--- src/rtl/instr_loader_pkg.sv ---
// Shared types and widths for the boot-time instruction loader.
package instr_loader_pkg;

    localparam int BYTE_W  = 8;
    localparam int WORD_W  = 32;
    localparam int COUNT_W = 16;

    typedef enum logic [2:0] {
        S_LEN_HI,
        S_LEN_LO,
        S_DATA,
        S_CSUM,
        S_DONE,
        S_ERR
    } state_t;

endpackage

--- src/rtl/instr_loader_if.sv ---
// Byte-stream handshake and instruction-memory write bus of the loader.
interface instr_loader_if import instr_loader_pkg::*; #(
    parameter int ADDR_W = 10
);
    logic [BYTE_W-1:0] byte_in;
    logic              byte_valid;
    logic              byte_ready;
    logic              imem_we;
    logic [ADDR_W-1:0] imem_addr;
    logic [WORD_W-1:0] imem_wdata;

    modport master (
        output byte_in, byte_valid,
        input  byte_ready, imem_we, imem_addr, imem_wdata
    );

    modport slave (
        input  byte_in, byte_valid,
        output byte_ready, imem_we, imem_addr, imem_wdata
    );
endinterface

--- src/rtl/instr_loader_word_assembler.sv ---
// Packs four accepted bytes into one little-endian 32-bit word.
module instr_loader_word_assembler import instr_loader_pkg::*; (
    input  logic              clk,
    input  logic              rst,
    input  logic              clear,
    input  logic [BYTE_W-1:0] byte_in,
    input  logic              byte_strobe,
    output logic [WORD_W-1:0] word,
    output logic              word_valid
);
    logic [1:0]               idx_p0;
    logic [WORD_W-BYTE_W-1:0] shift_p0;

    always_ff @(posedge clk or negedge rst) begin
        if (!rst) begin
            idx_p0 <= '0;
        end else if (clear) begin
            idx_p0 <= '0;
        end else if (byte_strobe) begin
            idx_p0 <= idx_p0 + 2'd1;
        end
    end

    // stage p0: earlier bytes shift down so the first byte lands in [7:0]
    always_ff @(posedge clk) begin
        if (byte_strobe) begin
            shift_p0 <= {byte_in, shift_p0[WORD_W-BYTE_W-1:BYTE_W]};
        end
    end

    assign word       = {byte_in, shift_p0};
    assign word_valid = byte_strobe && (idx_p0 == 2'd3);
endmodule

--- src/rtl/instr_loader.sv ---
// Boot loader: length-prefixed byte stream -> sequential imem writes, core held in reset until done.
// Build option LOADER_CSUM_EN appends and verifies an XOR checksum byte after the data.
module instr_loader import instr_loader_pkg::*; #(
    parameter int ADDR_W = 10,
    parameter int DEPTH  = 1024
) (
    input  logic               clk,
    input  logic               rst,
    input  logic               start,
    instr_loader_if.slave      bus,
    output logic               core_rst,
    output logic               load_done,
    output logic               load_err,
    output logic [COUNT_W-1:0] word_count
);
    localparam logic [COUNT_W:0] DEPTH_L = (COUNT_W+1)'(DEPTH);
`ifdef LOADER_CSUM_EN
    localparam state_t AFTER_DATA = S_CSUM;
`else
    localparam state_t AFTER_DATA = S_DONE;
`endif

    state_t               state_q, state_d;
    logic                 armed_q;
    logic [BYTE_W-1:0]    len_hi_q;
    logic [COUNT_W-1:0]   len_q;
    logic [COUNT_W-1:0]   len_next;
    logic                 accepting, xfer, restart, last_word;
    logic                 asm_valid;
    logic [WORD_W-1:0]    asm_word;
`ifdef LOADER_CSUM_EN
    logic [BYTE_W-1:0]    csum_q;
`endif

    function automatic logic [COUNT_W-1:0] sat_inc(input logic [COUNT_W-1:0] v);
        return (&v) ? v : v + COUNT_W'(1);
    endfunction

    // byte_ready stays low until the first edge after reset release
    assign accepting = armed_q && (state_q == S_LEN_HI || state_q == S_LEN_LO ||
                                   state_q == S_DATA   || state_q == S_CSUM);
    assign xfer      = bus.byte_valid && accepting;
    assign restart   = start && (state_q == S_DONE || state_q == S_ERR);
    assign len_next  = {len_hi_q, bus.byte_in};
    assign last_word = sat_inc(word_count) == len_q;

    assign bus.byte_ready = accepting;
    assign core_rst       = (state_q != S_DONE);
    assign load_done      = (state_q == S_DONE);
    assign load_err       = (state_q == S_ERR);

    instr_loader_word_assembler u_asm (
        .clk         (clk),
        .rst         (rst),
        .clear       (restart),
        .byte_in     (bus.byte_in),
        .byte_strobe (xfer && state_q == S_DATA),
        .word        (asm_word),
        .word_valid  (asm_valid)
    );

    always_ff @(posedge clk or negedge rst) begin
        if (!rst) begin
            state_q <= S_LEN_HI;
        end else begin
            state_q <= state_d;
        end
    end

    always_comb begin
        state_d = state_q;
        case (state_q)
            S_LEN_HI: if (xfer) state_d = S_LEN_LO;
            S_LEN_LO: begin
                if (xfer) begin
                    if ({1'b0, len_next} > DEPTH_L) state_d = S_ERR;
                    else if (len_next == '0)        state_d = AFTER_DATA;
                    else                            state_d = S_DATA;
                end
            end
            S_DATA:   if (asm_valid && last_word) state_d = AFTER_DATA;
`ifdef LOADER_CSUM_EN
            S_CSUM:   if (xfer) state_d = (bus.byte_in == csum_q) ? S_DONE : S_ERR;
`endif
            S_DONE, S_ERR: if (start) state_d = S_LEN_HI;
            default:  state_d = S_ERR;
        endcase
    end

    // stage p0: length capture, word write strobe and running word count
    always_ff @(posedge clk or negedge rst) begin
        if (!rst) begin
            armed_q        <= 1'b0;
            len_hi_q       <= '0;
            len_q          <= '0;
            bus.imem_we    <= 1'b0;
            bus.imem_addr  <= '0;
            bus.imem_wdata <= '0;
            word_count     <= '0;
        end else begin
            armed_q     <= 1'b1;
            bus.imem_we <= 1'b0;
            if (restart) word_count <= '0;
            if (xfer && state_q == S_LEN_HI) len_hi_q <= bus.byte_in;
            if (xfer && state_q == S_LEN_LO) len_q    <= len_next;
            if (asm_valid) begin
                bus.imem_we    <= 1'b1;
                bus.imem_addr  <= word_count[ADDR_W-1:0];
                bus.imem_wdata <= asm_word;
                word_count     <= sat_inc(word_count);
            end
        end
    end

`ifdef LOADER_CSUM_EN
    always_ff @(posedge clk or negedge rst) begin
        if (!rst) begin
            csum_q <= '0;
        end else if (restart) begin
            csum_q <= '0;
        end else if (xfer && state_q == S_DATA) begin
            csum_q <= csum_q ^ bus.byte_in;
        end
    end
`endif
endmodule

--- src/flat_wrapper.sv ---
// flat-port wrapper written by rule: the top's interface ports become plain ports
module instr_loader_flat import instr_loader_pkg::*;
#(
    parameter int ADDR_W = 10,
    parameter int DEPTH  = 1024
)
  (clk, rst, start, core_rst, load_done, load_err, word_count, bus_byte_in, bus_byte_valid, bus_byte_ready, bus_imem_we, bus_imem_addr, bus_imem_wdata);
  instr_loader_if #(.ADDR_W(ADDR_W)) bus_i ();
  input  logic clk;
  input  logic rst;
  input  logic start;
  output logic core_rst;
  output logic load_done;
  output logic load_err;
  output logic [COUNT_W-1:0] word_count;
  input wire logic [$bits(bus_i.byte_in)-1:0] bus_byte_in;
  input wire logic [$bits(bus_i.byte_valid)-1:0] bus_byte_valid;
  output wire logic [$bits(bus_i.byte_ready)-1:0] bus_byte_ready;
  output wire logic [$bits(bus_i.imem_we)-1:0] bus_imem_we;
  output wire logic [$bits(bus_i.imem_addr)-1:0] bus_imem_addr;
  output wire logic [$bits(bus_i.imem_wdata)-1:0] bus_imem_wdata;
  assign bus_i.byte_in = bus_byte_in;
  assign bus_i.byte_valid = bus_byte_valid;
  assign bus_byte_ready = bus_i.byte_ready;
  assign bus_imem_we = bus_i.imem_we;
  assign bus_imem_addr = bus_i.imem_addr;
  assign bus_imem_wdata = bus_i.imem_wdata;
  instr_loader #(.ADDR_W(ADDR_W), .DEPTH(DEPTH)) u_core (.clk(clk), .rst(rst), .start(start), .bus(bus_i), .core_rst(core_rst), .load_done(load_done), .load_err(load_err), .word_count(word_count));
endmodule
--- config.mk ---
export PLATFORM = sky130hd
export DESIGN_NAME = instr_loader_flat
export DESIGN_NICKNAME = d
export VERILOG_FILES = /design/src/rtl/instr_loader_pkg.sv /design/src/rtl/instr_loader_if.sv /design/src/rtl/instr_loader_word_assembler.sv /design/src/rtl/instr_loader.sv /design/src/flat_wrapper.sv
export SDC_FILE = /design/constraint.sdc
export NUM_CORES = 1
export LEC_CHECK = 0
export ABC_AREA = 0
export CAP_MARGIN = 20
export CORE_ASPECT_RATIO = 1.25
export CORE_MARGIN = 1.5
export CORE_UTILIZATION = 55
export DETAILED_ROUTE_END_ITERATION = 8
export PLACE_DENSITY = 0.8
export SYNTH_ARGS = -nofsm -noshare
export SYNTH_HDL_FRONTEND = slang
export SYNTH_SLANG_ARGS = --single-unit
--- constraint.sdc ---
create_clock -name clk -period 7.19 [get_ports clk]
set_input_delay 2.157 -clock clk [delete_from_list [all_inputs] [get_ports clk]]
set_output_delay 2.157 -clock clk [all_outputs]
set_load 0.02 [all_outputs]
==> run_results.csv <==
group,metric,value,unit
finish,seq_area,2950,sq um
finish,drive_above_1_share,13.1,%
drt,routed_wl,12400,um
drt,vias,4158,
grt,antenna_found_initial,0,
power,power_density,300,nW/um^2
cts,path_clk_slew,0.06,ns
grt,grt.met2_usage,42.7,%
grt,grt_use_met3,7.51,%
place,portBuffers,74,
grt,grt_pass1_wl,20600,um
grt,grt_pass1_vias,4135,
place,dpl.cell_count,677,
drt,drcViolationCount,0,
setup_path,crit_path_start_kind,"primary input",
synthesis,synth.area.top_cells,"dfrtp_1 43%, edfxtp_1 14%, nand2_1 11%",
finish,fin_util,71.8,%
cts,cts-resized-gates,0,
synthesis,ys_ff_latch,113,
place,post-place-ws,2.14,ns
floorplan,die_h,112,um
grt,grt_busiest_layer,"met2",
floorplan,fp.coreArea,9170,sq um
synthesis,synthCells,507,
drt,routedWlPerCell,17.5,um
floorplan,dieArea,10100,sq um
timing,timing.fmax,0.212,GHz
place,dp_hpwl,8400,um
timing,worstMarginPinSlew,0.850,ns
power,power,0.00198,W
min_path,hold_path_class,"reg2reg",
timing,rsz0062_at_grt,"no",
synthesis,ys_seq_area_share,56.4,%
grt,grt_overflow_total,0,
finish,instances_no_fill,709,
cts,hold_buffers,0,
outcome,status,"finished, final reports clean",
setup_path,cp_max_fo,34,
synthesis,postSynth.asyncResetShare,78.8,%
timing,post-route-period-util,65.6,%
cts,cts_setup_buffers,0,
floorplan,num_rows,39,
job,drv_cap,0,
timing,fin_ws,2.47,ns
setup_path,cp.arrival,5.03,ns
synthesis,synthDistinctLibCells,58,
floorplan,die_w,90.2,um
synthesis,syn_area_per_cell,10.3,sq um
timing,final.setup.tns,0,ns
drt,drtIter0Drc,309,
finish,layout.nets,587,
synthesis,yosysMostFrequentCell,"nand2_1",
finish,areaGrowthSynthToFinish,26.2,%
synthesis,ys.flop_type,"dfrtp_1",
grt,grt_usage,26.4,%
cts,htree_num_levels,4,
setup_path,endpoint_kind,"flip-flop",
finish,fillCellCount,675,
finish,antenna_cells,0,
grt,grt_start_max_net_pins,52,
drt,viasPerCell,5.86,
cts,tritoncts,"built",
cts,clkLatencyLatePin,0.42,ns
synthesis,yosysTopAreaCellShare,42.6,%
floorplan,initial_utilization,56.9,%
setup_path,path_class,"in2reg",
cts,clock_path_buffers,2,
synthesis,netlist_area,5220,sq um
grt,use_met1,33.6,%
synthesis,synth_warnings,0,
synthesis,synthTopCellsByCount,"150 x nand2_1, 89 x dfrtp_1, 26 x mux2_2",
drt,drt-pass1-iter-count,7,
cts,clock-sinks,113,
drt,drtAntennaViolNets,0,
power,leakage,2.79,nW
synthesis,synth_top_area_cell,"dfrtp_1",
cts,cts_root_buf,"clkbuf_16",
timing,finClkSkew,0.0122,ns
setup_path,crit_required,7.50,ns
timing,post-route-min-period,4.72,ns
floorplan,num_io_pins,75,
cts,cts_buffers,17,
timing,slew_violations,0,
timing,relSlewSlack,42.9,%
synthesis,synth_fp_nets,521,
timing,setup_viol,0,
power,vdd.ir_drop.worst,0.261,mV
finish,multiInputGateArea,2060,sq um
place,place.gp.congestion,0.919,
timing,hold_violations,0,
synthesis,synth_edf_count,24,
-- final timing paths --
path,slack [ns],depth (start not counted),start,end
setup / recovery,2.47,10,bus_byte_valid,u_core.word_count[14]$_DFFE_PN0P_
hold / removal,0.44,0,u_core.u_asm.shift_p0[9]$_DFFE_PP_,u_core.u_asm.shift_p0[1]$_DFFE_PP_
setup reg to reg,3.90,8,u_core.word_count[0]$_DFFE_PN0P_,u_core.state_q[2]$_DFFE_PN0P_
hold reg to reg,0.44,0,u_core.u_asm.shift_p0[9]$_DFFE_PP_,u_core.u_asm.shift_p0[1]$_DFFE_PP_
max in group asynchronous,4.45,2,rst,u_core.word_count[8]$_DFFE_PN0P_
min in group asynchronous,1.73,1,rst,u_core.bus.imem_wdata[28]$_DFFE_PN0P_
-- state kept, by name (all words and copies together), names as in the netlist --
name / cells
u_core.bus.imem_wdata: 32
u_core.word_count: 16
u_core.bus.imem_we: 1
u_core.u_asm.shift_p0: 24
u_core.armed_q: 1
u_core.len_q: 16
u_core.u_asm.idx_p0: 2
u_core.len_hi_q: 8
u_core.state_q: 3
u_core.bus.imem_addr: 10
-- where the power goes --
group | internal (W) | leakage [nW] | switching [W]
logic | 0.000154 | 1.09 | 0.000128
registers | 0.000730 | 1.41 | 0.0000825
clock network | 0.000586 | 0.302 | 0.000298
-- critical path, cell delays in order --
cell and delay [ns]:
clkdlybuf4s50_1 0.47, nand3b_1 0.12, nor2_2 0.12, buf_4 0.34
nand2_2 0.38, buf_4 0.38, nor4_1 0.49, nor2b_1 0.24
nor2_1 0.06, a311oi_1 0.24
-- layer usage --
layer  vias up  routed length [um]
met5         -                   0
met2       145                6180
li1       1905                   -
met1      2080                5230
met4         0                 360
met3        28                 632
-- cell usage in the layout, fill, tap and decap left out, drive strengths merged, types with 5 or more instances in the layout --
cell,synthesis,layout
a211oi,5,5
a21oi,7,7
a311oi,5,5
a31oi,6,6
and2,5,5
and4,5,5
buf,10,6
clkbuf,22,21
clkdlybuf4s50,0,73
dfrtp,89,89
edfxtp,24,24
inv,6,9
mux2,26,26
nand2,150,150
nand3,10,10
nand4,10,10
nor2,19,19
nor2b,5,5
nor3,10,10
nor4,13,13
o21ai,24,24
o31ai,5,5
xnor2,9,9
-- cell families after synthesis --
group | Yosys count | share of synthesized area, %
AOI/OAI and AO/OA | 66 | 9.01
xor gates and xnor gates | 12 | 2.01
adders and majority gates | 2 | 0.479
buffers and inverters | 39 | 4.31
DFF | 113 | 56.4
muxes | 28 | 5.99
other | 1 | 0.0718
and+or+nand+nor | 246 | 21.7
-- stage by stage --
| step | hold WS (ns) | area (sq um) |
|---|---|---|
| detailed placement | 0.427 | 5960 |
| finish | 0.443 | 6590 |
| global route | 0.466 | 6590 |
| global placement | 0.426 | 5960 |
| CTS | 0.441 | 6590 |
| floorplan | 0.415 | 5220 |
-- area by class of cell --
| type | instances | area share [%] |
|---|---|---|
| Clock buffer | 21 | 7.31 |
| Clock inverter | 11 | 2.28 |
| Inverter | 7 | 0.399 |
| Multi-Input combinational cell | 355 | 31.2 |
| Sequential cell | 113 | 44.7 |
| Tap cell | 123 | 2.33 |
| Timing Repair Buffer | 79 | 11.8 |
Power figures use the tool's default switching activity.
